## config.mk

```make
export PLATFORM = sky130hd
export DESIGN_NAME = tick_debouncer_flat
export DESIGN_NICKNAME = d
export VERILOG_FILES = /design/src/rtl/tick_debouncer_if.sv /design/src/rtl/tick_debouncer.sv /design/src/flat_wrapper.sv
export SDC_FILE = /design/constraint.sdc
export NUM_CORES = 1
export LEC_CHECK = 0
export ABC_AREA = 1
export CORE_MARGIN = 2
export CORE_UTILIZATION = 58
export DETAILED_ROUTE_END_ITERATION = 7
export GPL_TIMING_DRIVEN = 0
export PLACE_DENSITY = 0.78
export RECOVER_POWER = 25
export SYNTH_ARGS = -nofsm -noshare
export SYNTH_HDL_FRONTEND = slang
export SYNTH_SLANG_ARGS = --single-unit
```

## constraint.sdc

```tcl
create_clock -name CLK -period 1.5 [get_ports CLK]
set_input_delay 0.15 -clock CLK [delete_from_list [all_inputs] [get_ports CLK]]
set_output_delay 0.15 -clock CLK [all_outputs]
set_load 0.01 [all_outputs]
```

## src/rtl/tick_debouncer_if.sv

```systemverilog
// +--------------------------------------------------------------------+
// | tick_debouncer_if                                                  |
// | Button input and debounced event outputs for tick_debouncer.       |
// | Revision: 1.0                                                      |
// +--------------------------------------------------------------------+
`default_nettype none

interface tick_debouncer_if;
  logic tick;
  logic btn_raw;
  logic btn_level;
  logic press_pulse;
  logic release_pulse;
  logic long_press_pulse;
  logic hold_active;
  logic repeat_pulse;

  modport master (
    output tick,
    output btn_raw,
    input  btn_level,
    input  press_pulse,
    input  release_pulse,
    input  long_press_pulse,
    input  hold_active,
    input  repeat_pulse
  );

  modport slave (
    input  tick,
    input  btn_raw,
    output btn_level,
    output press_pulse,
    output release_pulse,
    output long_press_pulse,
    output hold_active,
    output repeat_pulse
  );
endinterface

`default_nettype wire

```

## src/rtl/tick_debouncer.sv

```systemverilog
// +--------------------------------------------------------------------+
// | tick_debouncer                                                     |
// | Tick-timed push-button debouncer with press/release/long pulses.   |
// | Optional auto-repeat enabled by macro DEBOUNCE_REPEAT_EN.          |
// | Revision: 1.0                                                      |
// +--------------------------------------------------------------------+
`default_nettype none

module tick_debouncer #(
  parameter int ACTIVE_LOW       = 1,
  parameter int DEBOUNCE_TICKS   = 10,
  parameter int LONG_PRESS_TICKS = 1000,
  parameter int REPEAT_TICKS     = 200
) (
  input  wire logic          CLK,
  input  wire logic          RST,
  tick_debouncer_if.slave    bus
);

  localparam int c_DCNT_W = $clog2(DEBOUNCE_TICKS) + 1;
  localparam int c_HCNT_W = $clog2(LONG_PRESS_TICKS) + 1;

  localparam logic [c_DCNT_W-1:0] c_DCNT_ONE  = c_DCNT_W'(1);
  localparam logic [c_DCNT_W-1:0] c_DCNT_LAST = c_DCNT_W'(DEBOUNCE_TICKS - 1);
  localparam logic [c_HCNT_W-1:0] c_HCNT_ONE  = c_HCNT_W'(1);
  localparam logic [c_HCNT_W-1:0] c_HCNT_LAST = c_HCNT_W'(LONG_PRESS_TICKS - 1);
  localparam logic [c_HCNT_W-1:0] c_HCNT_MAX  = c_HCNT_W'(LONG_PRESS_TICKS);

  localparam logic c_RELEASED = (ACTIVE_LOW != 0) ? 1'b1 : 1'b0;

  typedef enum logic [2:0] {
    S_IDLE      = 3'd0,
    S_PRESS_CHK = 3'd1,
    S_HELD      = 3'd2,
    S_LONG      = 3'd3,
    S_REL_CHK   = 3'd4
  } state_t;

  state_t                r_state;
  logic                  r_sync0;
  logic                  r_sync1;
  logic                  w_btn_s;
  logic [c_DCNT_W-1:0]   r_dcnt;
  logic [c_HCNT_W-1:0]   r_hcnt;
  logic                  r_was_long;
  logic                  r_btn_level;
  logic                  r_press_pulse;
  logic                  r_release_pulse;
  logic                  r_long_pulse;
  logic                  r_hold_active;

`ifdef DEBOUNCE_REPEAT_EN
  localparam int c_RCNT_W = $clog2(REPEAT_TICKS) + 1;
  localparam logic [c_RCNT_W-1:0] c_RCNT_ONE  = c_RCNT_W'(1);
  localparam logic [c_RCNT_W-1:0] c_RCNT_LAST = c_RCNT_W'(REPEAT_TICKS - 1);
  logic [c_RCNT_W-1:0]   r_rcnt;
  logic                  r_repeat_pulse;
`endif

  // Sync flops rest at the released pin level so reset never looks like a press.
  always_ff @(posedge CLK) begin
    if (RST) begin
      r_sync0 <= c_RELEASED;
      r_sync1 <= c_RELEASED;
    end else begin
      r_sync0 <= bus.btn_raw;
      r_sync1 <= r_sync0;
    end
  end

  assign w_btn_s = r_sync1 ^ c_RELEASED;

  always_ff @(posedge CLK) begin
    if (RST) begin
      r_state         <= S_IDLE;
      r_dcnt          <= '0;
      r_hcnt          <= '0;
      r_was_long      <= 1'b0;
      r_btn_level     <= 1'b0;
      r_press_pulse   <= 1'b0;
      r_release_pulse <= 1'b0;
      r_long_pulse    <= 1'b0;
      r_hold_active   <= 1'b0;
`ifdef DEBOUNCE_REPEAT_EN
      r_rcnt          <= '0;
      r_repeat_pulse  <= 1'b0;
`endif
    end else begin
      r_press_pulse   <= 1'b0;
      r_release_pulse <= 1'b0;
      r_long_pulse    <= 1'b0;
`ifdef DEBOUNCE_REPEAT_EN
      r_repeat_pulse  <= 1'b0;
`endif
      // A button change always takes priority over a coincident tick.
      case (r_state)
        S_IDLE: begin
          if (w_btn_s) begin
            r_state <= S_PRESS_CHK;
            r_dcnt  <= '0;
          end
        end

        S_PRESS_CHK: begin
          if (!w_btn_s) begin
            r_state <= S_IDLE;
            r_dcnt  <= '0;
          end else if (bus.tick) begin
            if (r_dcnt == c_DCNT_LAST) begin
              r_state       <= S_HELD;
              r_btn_level   <= 1'b1;
              r_press_pulse <= 1'b1;
              r_hcnt        <= '0;
            end else begin
              r_dcnt <= r_dcnt + c_DCNT_ONE;
            end
          end
        end

        S_HELD: begin
          if (!w_btn_s) begin
            r_state    <= S_REL_CHK;
            r_dcnt     <= '0;
            r_was_long <= 1'b0;
          end else if (bus.tick) begin
            if (r_hcnt == c_HCNT_LAST) begin
              r_state       <= S_LONG;
              r_hcnt        <= c_HCNT_MAX;
              r_long_pulse  <= 1'b1;
              r_hold_active <= 1'b1;
`ifdef DEBOUNCE_REPEAT_EN
              r_rcnt        <= '0;
`endif
            end else begin
              r_hcnt <= r_hcnt + c_HCNT_ONE;
            end
          end
        end

        S_LONG: begin
          if (!w_btn_s) begin
            r_state    <= S_REL_CHK;
            r_dcnt     <= '0;
            r_was_long <= 1'b1;
          end
`ifdef DEBOUNCE_REPEAT_EN
          else if (bus.tick) begin
            if (r_rcnt == c_RCNT_LAST) begin
              r_rcnt         <= '0;
              r_repeat_pulse <= 1'b1;
            end else begin
              r_rcnt <= r_rcnt + c_RCNT_ONE;
            end
          end
`endif
        end

        S_REL_CHK: begin
          if (w_btn_s) begin
            r_state <= r_was_long ? S_LONG : S_HELD;
          end else if (bus.tick) begin
            if (r_dcnt == c_DCNT_LAST) begin
              r_state         <= S_IDLE;
              r_btn_level     <= 1'b0;
              r_release_pulse <= 1'b1;
              r_hold_active   <= 1'b0;
              r_hcnt          <= '0;
              r_was_long      <= 1'b0;
`ifdef DEBOUNCE_REPEAT_EN
              r_rcnt          <= '0;
`endif
            end else begin
              r_dcnt <= r_dcnt + c_DCNT_ONE;
            end
          end
        end

        default: r_state <= S_IDLE;
      endcase
    end
  end

  assign bus.btn_level        = r_btn_level;
  assign bus.press_pulse      = r_press_pulse;
  assign bus.release_pulse    = r_release_pulse;
  assign bus.long_press_pulse = r_long_pulse;
  assign bus.hold_active      = r_hold_active;

`ifdef DEBOUNCE_REPEAT_EN
  assign bus.repeat_pulse = r_repeat_pulse;
`else
  logic w_unused_repeat;
  assign w_unused_repeat  = (REPEAT_TICKS < 1);
  assign bus.repeat_pulse = 1'b0;
`endif

endmodule

`default_nettype wire

```

## src/flat_wrapper.sv

```systemverilog
// flat-port wrapper written by rule: the top's interface ports become plain ports
module tick_debouncer_flat 
#(
  parameter int ACTIVE_LOW       = 1,
  parameter int DEBOUNCE_TICKS   = 10,
  parameter int LONG_PRESS_TICKS = 1000,
  parameter int REPEAT_TICKS     = 200
)
  (CLK, RST, bus_tick, bus_btn_raw, bus_btn_level, bus_press_pulse, bus_release_pulse, bus_long_press_pulse, bus_hold_active, bus_repeat_pulse);
  tick_debouncer_if bus_i ();
  input  wire logic CLK;
  input  wire logic RST;
  input wire logic [$bits(bus_i.tick)-1:0] bus_tick;
  input wire logic [$bits(bus_i.btn_raw)-1:0] bus_btn_raw;
  output wire logic [$bits(bus_i.btn_level)-1:0] bus_btn_level;
  output wire logic [$bits(bus_i.press_pulse)-1:0] bus_press_pulse;
  output wire logic [$bits(bus_i.release_pulse)-1:0] bus_release_pulse;
  output wire logic [$bits(bus_i.long_press_pulse)-1:0] bus_long_press_pulse;
  output wire logic [$bits(bus_i.hold_active)-1:0] bus_hold_active;
  output wire logic [$bits(bus_i.repeat_pulse)-1:0] bus_repeat_pulse;
  assign bus_i.tick = bus_tick;
  assign bus_i.btn_raw = bus_btn_raw;
  assign bus_btn_level = bus_i.btn_level;
  assign bus_press_pulse = bus_i.press_pulse;
  assign bus_release_pulse = bus_i.release_pulse;
  assign bus_long_press_pulse = bus_i.long_press_pulse;
  assign bus_hold_active = bus_i.hold_active;
  assign bus_repeat_pulse = bus_i.repeat_pulse;
  tick_debouncer #(.ACTIVE_LOW(ACTIVE_LOW), .DEBOUNCE_TICKS(DEBOUNCE_TICKS), .LONG_PRESS_TICKS(LONG_PRESS_TICKS), .REPEAT_TICKS(REPEAT_TICKS)) u_core (.CLK(CLK), .RST(RST), .bus(bus_i));
endmodule
```

==> impl_metrics.yaml <==
place:
  gp_congestion: 0.915
  dp_cells: 281
  postPlaceCellArea_um2: 1700
  io_buffers: 7
  dpl.hpwl_um: 2420
detailed_routing:
  via_count: 1592
  wl_met1_um: 1620
  antenna_left: 0
  first_pass_iters: 4
  wl_per_cell_um: 12.3
  viasPerCell: 5.43
  finalWirelength_um: 3610
  first_iter_violations: 69
  top_layer_used: "met4"
  drc: 0
  wl_met2_um: 1820
  route.met3.wl_um: 118
timing:
  rsz0062_at_grt: "true"
  slew-limit-headroom_pct: 65.3
  setup_viol: 3
  postLayoutSetupSlackWorst_ns: -0.00322
  maxSlewViolCount: 0
  fmax_mhz: 665
  tightest_slew_ns: 0.520
  fin_skew_ns: 0.00327
  finalCriticalPeriod_ns: 1.50
  hold_violations: 0
  min_period_over_period_pct: 100
final_layout:
  drive_gt1_share_pct: 24.0
  final_area_um2: 1890
  final_cells: 293
  finalNetCount: 270
  num-fill-cells: 241
  antenna_cells: 0
  area_growth_syn_to_layout_pct: 18.7
power_and_ir_drop:
  switching_share_pct: 45.8
  pwr-share-comb_pct: 54.8
  p_clk_share_pct: 10.9
  p_seq_share_pct: 34.2
  vdd_drop_max_mv: 1.07
  p_per_area_nw_per_um2: 1480
  leakage_nw: 0.823
  p_sw_mw: 1.29
  internal_power_mw: 1.52
synthesis:
  synthXorXnorAreaFrac_pct: 2.20
  ys_ff_latch: 27
  syn_area_um2: 1600
  synth.area.top_cells: "dfxtp_1 (34%), nand2_1 (15%), nand3_1 (8.2%), nor2_1 (6.4%), inv_1 (5.4%)"
  yosys.area_share.simple_pct: 45.9
  synth_top_area_share_pct: 33.9
  syn_area_per_cell_um2: 6.56
  synth_nets: 250
  muxShareOfSynthArea_pct: 0
  synth_warnings: 0
  post-synth-top-area-cell: "dfxtp_1"
  synth_compound_area_share_pct: 7.61
  synth_top_family_by_area: "simple AND/OR/NAND/NOR gates"
  yosysSeqAreaShare_pct: 33.9
  synth_cell_types: 29
  syn_inst: 243
  synthAdderAreaFrac_pct: 2.35
cts:
  cts.path.max_buffers: 2
  clk_pin_slew_worst_paths_ns: 0.14
  cts_tree: "done"
  cts_sinks: 27
  htreeDepth: 1
  cts_root_buf: "clkbuf_4"
  cts_buffers: 3
  clk_latency_ns: 0.32
worst_setup_path:
  cp-end-kind: "flop"
  crit_required_ns: 1.73
  crit-reg2reg-launch: "u_core.r_state[1]$_SDFFE_PP0P_"
  critPathArrivalTime_ns: 1.73
  crit_type: "flop to flop"
  r2r_slack_ns: -0.003
  critPathMaxFanout: 6
  r2r-end: "u_core.r_state[2]$_SDFFE_PP0P_"
  cp-start-kind: "flop"
  reg2reg_depth: 10
floorplan:
  rows: 19
  start_util_pct: 59.4
  die_area_um2: 3190
  core-area_um2: 2690
  die_x_um: 56.4
  pin_count: 10
  fp.dieH_um: 56.4
job:
  cap_viol_max_count: 0
global_route:
  grt_max_degree: 15
  antenna_found_initial: 0
  grt_pass1_vias: 1377
  track_usage_pct: 22.0
  grt_first_pass_wirelength_um: 5600
  grt_overflow_total: 0
status:
  status: "finished, violations left"
  violations: "negative setup slack"
hold_path:
  whs_path_depth: 2
  min-delay-start: "RST"
  min_to: "u_core.r_hcnt[6]$_SDFFE_PP0P_"
  hold_path.class: "input pin to flop"
cells by family after synthesis:
family	count (synthesis)
AND/OR/NAND/NOR	152
buffers and inverters	32
flip-flops	27
AO/OA/AOI/OAI	24
XOR/XNOR	4
adder cells (fa/ha/maj)	3
other	1
worst max path at each step:
stage / startpoint / to / cells after the start
2_1_floorplan: u_core.r_dcnt[1]$_SDFFE_PP0P_ / u_core.r_hcnt[0]$_SDFFE_PP0P_ / 9
3_3_place_gp: bus_tick / u_core.bus.hold_active$_SDFFE_PP0P_ / 6
3_5_place_dp: bus_tick / u_core.bus.hold_active$_SDFFE_PP0P_ / 6
4_1_cts: u_core.r_dcnt[1]$_SDFFE_PP0P_ / u_core.r_hcnt[0]$_SDFFE_PP0P_ / 10
5_1_grt: u_core.r_state[0]$_SDFFE_PP0P_ / u_core.r_hcnt[0]$_SDFFE_PP0P_ / 9
6_report: u_core.r_state[1]$_SDFFE_PP0P_ / u_core.r_state[2]$_SDFFE_PP0P_ / 10
per-layer routing:
| metal | up-vias | track usage (%) |
|---|---|---|
| met5 | - | 0 |
| met2 | 28 | 39.5 |
| met4 | 0 | 7.48 |
| met3 | 6 | 2.30 |
| met1 | 734 | 26.9 |
| li1 | 824 | - |
Yosys cell counts, drive strengths merged:
master / n
nor2: 37
dfxtp: 27
ha: 3
a31oi: 1
nand3: 28
xnor2: 2
xor2: 2
o21ai: 14
nor3: 3
inv: 28
nand4: 8
conb: 1
or2: 3
nor4: 1
nand3b: 2
clkbuf: 2
nand2: 70
buf: 2
a21oi: 9
repair_timing:
action	4_1_cts	5_1_grt
hold buffers	0	0
pin swaps	3	9
resized for setup	11	22
endpoints found under the setup margin	17	21
buffers inserted	1	6
cloned	0	1
final cells by class:
class / instances / area (um2) / share of cell area [%]
plain buffers: 4 / 20.0 / 1.06
clock buffers: 4 / 26.3 / 1.39
inverters: 28 / 110 / 5.81
multi-input cells: 185 / 1010 / 53.2
flip-flops and latches: 27 / 556 / 29.3
well taps: 31 / 38.8 / 2.05
repair buffers: 14 / 135 / 7.13
state kept, by name (all words and copies together) (netlist names):
signal / flops
u_core.bus.press_pulse: 1
u_core.bus.hold_active: 1
u_core.bus.long_press_pulse: 1
u_core.r_state: 3
u_core.r_sync1: 1
u_core.bus.release_pulse: 1
u_core.bus.btn_level: 1
u_core.r_sync0: 1
u_core.r_was_long: 1
u_core.r_hcnt: 11
u_core.r_dcnt: 5
power by group through the flow:
stage          clock (mW)  combinational (mW)  sequential (mW)
3_3_place_gp            0                1.19            0.936
6_report            0.307                1.54            0.963
5_1_grt             0.357                1.72            0.977
2_1_floorplan           0               0.984            0.922
4_1_cts             0.331                1.34            0.948
3_5_place_dp            0                1.21            0.935
through the flow:
step                hold WS, ns  setup WS [ns]  util, %  TNS [ns]  power [mW]
finish                    0.235       -0.00322     70.5  -0.00505        2.81
CTS                       0.208        0.00266     66.3         0        2.62
global route              0.233         -0.106     70.5    -0.955        3.06
detailed placement        0.403         -0.263     63.4     -2.34        2.14
floorplan                 0.254         0.0938        -         0        1.91
global placement          0.390         -0.264     63.4     -2.52        2.12
placed cells by master, fill, tap and decap left out, types with 3 or more instances in the layout:
cell type / count
or2_2: 3
clkbuf_4: 3
nand2_4: 3
inv_2: 6
nand4_1: 7
inv_1: 21
nand2_2: 8
buf_4: 7
dfxtp_2: 6
nor2_1: 25
nor2_2: 8
o21ai_1: 6
nand3_1: 24
nor2_4: 4
nand2_1: 60
dfxtp_1: 19
clkdlybuf4s50_1: 6
nand3_2: 3
a21oi_1: 8
o21ai_0: 6
clkbuf_1: 3
critical path, cell delays in order (launching register included):
cell	delay [ns]
dfxtp_4	0.41
inv_6	0.04
nor2_4	0.19
buf_4	0.15
nand3_1	0.13
nand3_1	0.13
nand2_1	0.09
nand3_4	0.12
nand2_1	0.06
nand2_1	0.05
nor2_1	0.04
No activity file was read; power rests on OpenSTA's default activity.
